--- config.mk ---
export PLATFORM = sky130hd
export DESIGN_NAME = fetch_unit_flat
export DESIGN_NICKNAME = d
export VERILOG_FILES = /design/src/rtl/fetch_unit_if.sv /design/src/rtl/fetch_unit.sv /design/src/flat_wrapper.sv
export SDC_FILE = /design/constraint.sdc
export NUM_CORES = 1
export LEC_CHECK = 0
export ABC_AREA = 1
export CORE_ASPECT_RATIO = 1.75
export CORE_MARGIN = 1
export CORE_UTILIZATION = 44
export DETAILED_ROUTE_END_ITERATION = 8
export HOLD_SLACK_MARGIN = 0.15
export PLACE_DENSITY_LB_ADDON = 0.15
export SLEW_MARGIN = 5
export SYNTH_ARGS = -nofsm -noshare
export SYNTH_HDL_FRONTEND = slang
export SYNTH_SLANG_ARGS = --single-unit
--- constraint.sdc ---
create_clock -name clk -period 1.45 [get_ports clk]
set_input_delay 0.29 -clock clk [delete_from_list [all_inputs] [get_ports clk]]
set_output_delay 0.29 -clock clk [all_outputs]
set_load 0.02 [all_outputs]
--- src/rtl/fetch_unit_if.sv ---
// rtl/fetch_unit_if.sv - instruction-memory read bus between fetch_unit and memory
//   mem_addr  : read address, driven by the fetch unit
//   mem_rd    : read request, driven by the fetch unit
//   mem_ready : read data valid this cycle, driven by memory
//   mem_data  : read data, driven by memory
interface fetch_unit_if #(
    parameter int ADDR_W = 16,
    parameter int DATA_W = 16
);
    logic [ADDR_W-1:0] mem_addr;
    logic              mem_rd;
    logic              mem_ready;
    logic [DATA_W-1:0] mem_data;

    modport master (
        output mem_addr,
        output mem_rd,
        input  mem_ready,
        input  mem_data
    );

    modport slave (
        input  mem_addr,
        input  mem_rd,
        output mem_ready,
        output mem_data
    );
endinterface

--- src/rtl/fetch_unit.sv ---
// rtl/fetch_unit.sv - instruction fetch stage: PC register plus IDLE/BUSY/DONE memory read FSM
//   clk, rst_n            : clock, asynchronous active-low reset
//   fetch_en              : control unit requests a fetch
//   incr_pc, branch_en    : PC advance / PC load from branch_target (branch wins)
//   mem (fetch_unit_if)   : instruction-memory read bus, master side
//   instr, instr_valid    : latched instruction and its validity
//   pc                    : current program counter
//   needWait              : control unit must hold while a fetch is outstanding
//   fetch_err             : sticky read-timeout flag (FETCH_TIMEOUT_EN only)
// Optional feature macro: FETCH_TIMEOUT_EN adds the BUSY timeout counter and fetch_err.
module fetch_unit #(
    parameter int ADDR_W   = 16,
    parameter int DATA_W   = 16,
    parameter int RESET_PC = 0,
    parameter int TIMEOUT  = 255
) (
    input  logic              clk,
    input  logic              rst_n,
    input  logic              fetch_en,
    input  logic              incr_pc,
    input  logic              branch_en,
    input  logic [ADDR_W-1:0] branch_target,
    fetch_unit_if.master      mem,
    output logic [DATA_W-1:0] instr,
    output logic              instr_valid,
    output logic [ADDR_W-1:0] pc,
    output logic              needWait
`ifdef FETCH_TIMEOUT_EN
    ,
    output logic              fetch_err
`endif
);

    localparam logic [1:0] IDLE = 2'd0;
    localparam logic [1:0] BUSY = 2'd1;
    localparam logic [1:0] DONE = 2'd2;

    localparam logic [ADDR_W-1:0] PC_RST = ADDR_W'(RESET_PC);

    logic [1:0]        state;
    logic [ADDR_W-1:0] addr_q;
    // Remembers a branch seen during the current read so its result is not marked valid.
    logic              squash;

`ifdef FETCH_TIMEOUT_EN
    localparam int CNT_W = ($clog2(TIMEOUT + 1) > 8) ? $clog2(TIMEOUT + 1) : 8;
    logic [CNT_W-1:0] cnt;
`endif

    assign mem.mem_addr = addr_q;
    assign mem.mem_rd   = (state == BUSY);
    assign needWait     = fetch_en && (state != DONE);

    always_ff @(posedge clk or negedge rst_n) begin
        if (!rst_n) begin
            pc <= PC_RST;
        end else if (branch_en) begin
            pc <= branch_target;
        end else if (incr_pc) begin
            pc <= pc + ADDR_W'(1);
        end
    end

    always_ff @(posedge clk or negedge rst_n) begin
        if (!rst_n) begin
            state       <= IDLE;
            addr_q      <= PC_RST;
            instr       <= '0;
            instr_valid <= 1'b0;
            squash      <= 1'b0;
`ifdef FETCH_TIMEOUT_EN
            cnt         <= '0;
            fetch_err   <= 1'b0;
`endif
        end else begin
            case (state)
                IDLE: begin
                    if (fetch_en) begin
                        addr_q      <= pc;
                        instr_valid <= 1'b0;
                        squash      <= 1'b0;
`ifdef FETCH_TIMEOUT_EN
                        cnt         <= '0;
`endif
                        state       <= BUSY;
                    end
                end
                BUSY: begin
                    if (branch_en) begin
                        squash <= 1'b1;
                    end
                    if (mem.mem_ready) begin
                        instr       <= mem.mem_data;
                        instr_valid <= ~squash;
                        state       <= DONE;
                    end
`ifdef FETCH_TIMEOUT_EN
                    // cnt holds the number of BUSY cycles already spent without data,
                    // so this fires on the TIMEOUT-th empty cycle and delivers a NOP.
                    else if (cnt == CNT_W'(TIMEOUT - 1)) begin
                        instr       <= '0;
                        instr_valid <= ~squash;
                        fetch_err   <= 1'b1;
                        state       <= DONE;
                    end else begin
                        cnt <= cnt + CNT_W'(1);
                    end
`endif
                end
                DONE: begin
                    state <= IDLE;
                end
                default: begin
                    state <= IDLE;
                end
            endcase
            // A branch in any state invalidates the held instruction, overriding a capture.
            if (branch_en) begin
                instr_valid <= 1'b0;
            end
        end
    end

endmodule

--- src/flat_wrapper.sv ---
// flat-port wrapper written by rule: the top's interface ports become plain ports
module fetch_unit_flat 
#(
    parameter int ADDR_W   = 16,
    parameter int DATA_W   = 16,
    parameter int RESET_PC = 0,
    parameter int TIMEOUT  = 255
)
  (clk, rst_n, fetch_en, incr_pc, branch_en, branch_target, instr, instr_valid, pc, needWait, mem_mem_addr, mem_mem_rd, mem_mem_ready, mem_mem_data);
  fetch_unit_if #(.ADDR_W(ADDR_W), .DATA_W(DATA_W)) mem_i ();
  input  logic clk;
  input  logic rst_n;
  input  logic fetch_en;
  input  logic incr_pc;
  input  logic branch_en;
  input  logic [ADDR_W-1:0] branch_target;
  output logic [DATA_W-1:0] instr;
  output logic instr_valid;
  output logic [ADDR_W-1:0] pc;
  output logic needWait;
  output wire logic [$bits(mem_i.mem_addr)-1:0] mem_mem_addr;
  output wire logic [$bits(mem_i.mem_rd)-1:0] mem_mem_rd;
  input wire logic [$bits(mem_i.mem_ready)-1:0] mem_mem_ready;
  input wire logic [$bits(mem_i.mem_data)-1:0] mem_mem_data;
  assign mem_mem_addr = mem_i.mem_addr;
  assign mem_mem_rd = mem_i.mem_rd;
  assign mem_i.mem_ready = mem_mem_ready;
  assign mem_i.mem_data = mem_mem_data;
  fetch_unit #(.ADDR_W(ADDR_W), .DATA_W(DATA_W), .RESET_PC(RESET_PC), .TIMEOUT(TIMEOUT)) u_core (.clk(clk), .rst_n(rst_n), .fetch_en(fetch_en), .incr_pc(incr_pc), .branch_en(branch_en), .branch_target(branch_target), .mem(mem_i), .instr(instr), .instr_valid(instr_valid), .pc(pc), .needWait(needWait));
endmodule
==> results.cfg <==
[outcome]
outcome = finished, final reports clean

[sta]
skew_ns = 0.00430
worstMarginPinSlew_ns = 0.300
rsz0062_at_grt = false
setup_viol_count_final = 0
setup-tns-final_ns = 0
report.final.slew_viol_count = 0
min_period_over_period_pct = 95.7
max_freq_mhz = 721
period_needed_ns = 1.39
slew_headroom_pct = 80.0
hold_viol = 0
holdWs_ns = 0.478

[placed_design]
routabilityCongestion = 0.800
post_dp_cell_area_um2 = 3520
numPortBuffers = 88
dp_hpwl_um = 4380

[floorplanning]
initial_utilization_pct = 46.2
ios = 89
die_height_um = 101
die_w_um = 58.4
die_area_um2 = 5880
row_count = 35
core_um2 = 5300

[drt]
drc = 0
routed_wl_um = 5890
wl_met2_um = 3180
vias_per_cell = 4.79
wl_met3_um = 312
antenna_left = 0
wl_met1_um = 2270
routed-via-count = 2232
top_layer_used = met4
drtIter0Drc = 55
drt_pass1_iterations = 4
routedWlPerCell_um = 12.6

[clock_tree]
clk_latency_ns = 0.30
clk_pin_slew_ns = 0.09
cts.htree.levels = 2
cts-root-buf = clkbuf_8
cts_tree = yes
clkSinkCount = 52
clk_path_buf_depth = 2
cts_made_buffers = 5

[power]
p_int_mw = 3.37
power_density_nw_per_um2 = 1520
combPwrFrac_pct = 41.5
p_leak_nw = 1.83
pwr-share-seq_pct = 40.6
switching_share_pct = 38.1
vdd_drop_max_v = 0.000987
net-switching-power_mw = 2.08
clkPwrFrac_pct = 17.9
p_total_mw = 5.44

[cells_and_area]
multi_input_area_um2 = 980
n_antenna_cell = 0
final_area_um2 = 3570
regArea_um2 = 1300
syn_to_final_growth_pct = 45.9
n_fill_cell = 473
nNetsFinal = 430
final_core_util_pct = 67.5
drive_gt1_share_pct = 15.1

[synthesis]
netlist_area_um2 = 2450
ys.flop_type = dfrtp_1
synth-edff-count = 0
netlist_instances = 283
synth.avg_cell_area_um2 = 8.66
yosysWarnings = 0
yosys_register_bits = 52
ys_async_sr_fraction_pct = 100
ys_types = 32
ys_seq_area_share_pct = 53.1
syn-num-nets = 322

[run]
cap_violations = 0

[worst_setup_path]
crit_type = reg2out
path_delay_family = flip-flops
critPathRequiredTime_ns = 1.16
cp_slowest_cell = dfrtp_1
path_max_fanout = 5
worst_setup_path_start_kind = flop
cp-end-kind = output port
cp_slowest_stage_delay_ns = 0.44
crit_chain = dlygate4sd2_1
crit_arrival_ns = 1.10
critPathBufInv = 1

[grt]
overflow = 0
grt_pass1_vias = 2250
grt_pass1_wl_um = 9720
grt_usage_pct = 21.9
antenna_found_initial = 0
grt_max_degree = 53

[hold_path]
hp-class = reg2reg
[kinds of logic (layout without fill, tap and decap cells)]
logic type | count (synthesis) | count (layout) | synth area share, %
compound gates | 46 | 46 | 11.9
buf+inv | 36 | 145 | 7.10
flops | 52 | 52 | 53.1
simple gates | 143 | 143 | 25.4
mux | 2 | 2 | 0.919
fa+ha+maj | 1 | 1 | 0.511
xor+xnor | 3 | 3 | 1.07
[cells in the mapped netlist, drive strengths merged, types with 2 or more instances]
master	number	area share [%]
nand2	108	17
dfrtp	52	53
inv	26	4.1
o21ai	26	5.3
nand3	16	3.7
nor2	16	3.5
a22oi	11	3.8
buf	9	2.9
a21oi	3	0.61
o211ai	3	1.1
xor2	3	1.1
mux2	2	0.92
nand4	2	0.51
[what timing repair did]
| item | CTS | global route |
|---|---|---|
| endpoints found under the setup margin | 51 | 7 |
| endpoints found under the hold margin | 52 | 0 |
| hold buffers | 1 | 0 |
| gates resized for setup | 57 | 7 |
| buffers inserted | 0 | 0 |
[power by group through the flow]
stage	clock network, mW	registers, mW	logic [mW]
global placement	0	2.25	2.58
global route	1.05	2.28	2.47
finish	0.975	2.21	2.26
CTS	1.00	2.22	2.29
detailed placement	0	2.25	2.63
floorplan	0	2.85	0.666
[metrics by stage]
stage,cells,setup slack [ns]
floorplan,283,0.0891
global placement,457,-0.394
detailed placement,457,-0.397
CTS,466,0.0355
global route,466,0.00280
finish,466,0.0622
[cell usage in the layout (no fill, tap or decap), types with 6 or more instances in the layout]
master,count
a22oi_1,9
nor2_1,9
dfrtp_1,50
dlygate4sd2_1,49
clkdlybuf4s50_1,36
o21ai_0,20
nand3_1,14
nand2_1,102
inv_1,22
buf_4,21
o21ai_1,6
[layer usage]
metal	vias up	track usage (%)
li1	1121	-
met5	-	0
met3	10	5.01
met4	0	9.89
met2	70	39.7
met1	1031	23.5
[final timing paths]
check	startpoint	endpoint	slack (ns)	cells after the start
worst max-delay path	u_core.pc[6]	pc[6]	0.06	1
worst min-delay path	u_core.instr[8]	u_core.instr[8]	0.48	2
worst max register to register	u_core.pc[1]	u_core.pc[12]	0.13	8
worst min register to register	u_core.instr[8]	u_core.instr[8]	0.48	2
max in group asynchronous	rst_n	u_core.pc[0]	0.71	3
min in group asynchronous	rst_n	u_core.instr[15]	0.51	3
[cell type report]
class                   count  area share [%]
well taps                  74            2.59
clock buffers               6            2.03
flip-flops and latches     52            36.5
multi-input cells         195            27.4
clock inverters             2           0.980
repair buffers            110            27.6
inverters                  27            2.91
[sequential cells by signal, summed over array words and instances, names as in the netlist]
signal and flops:
u_core.mem.mem_addr 16, u_core.instr 16, u_core.instr_valid 1, u_core.squash 1, u_core.pc 16, u_core.state 2
Note: power is estimated with default switching activity, not from simulation.
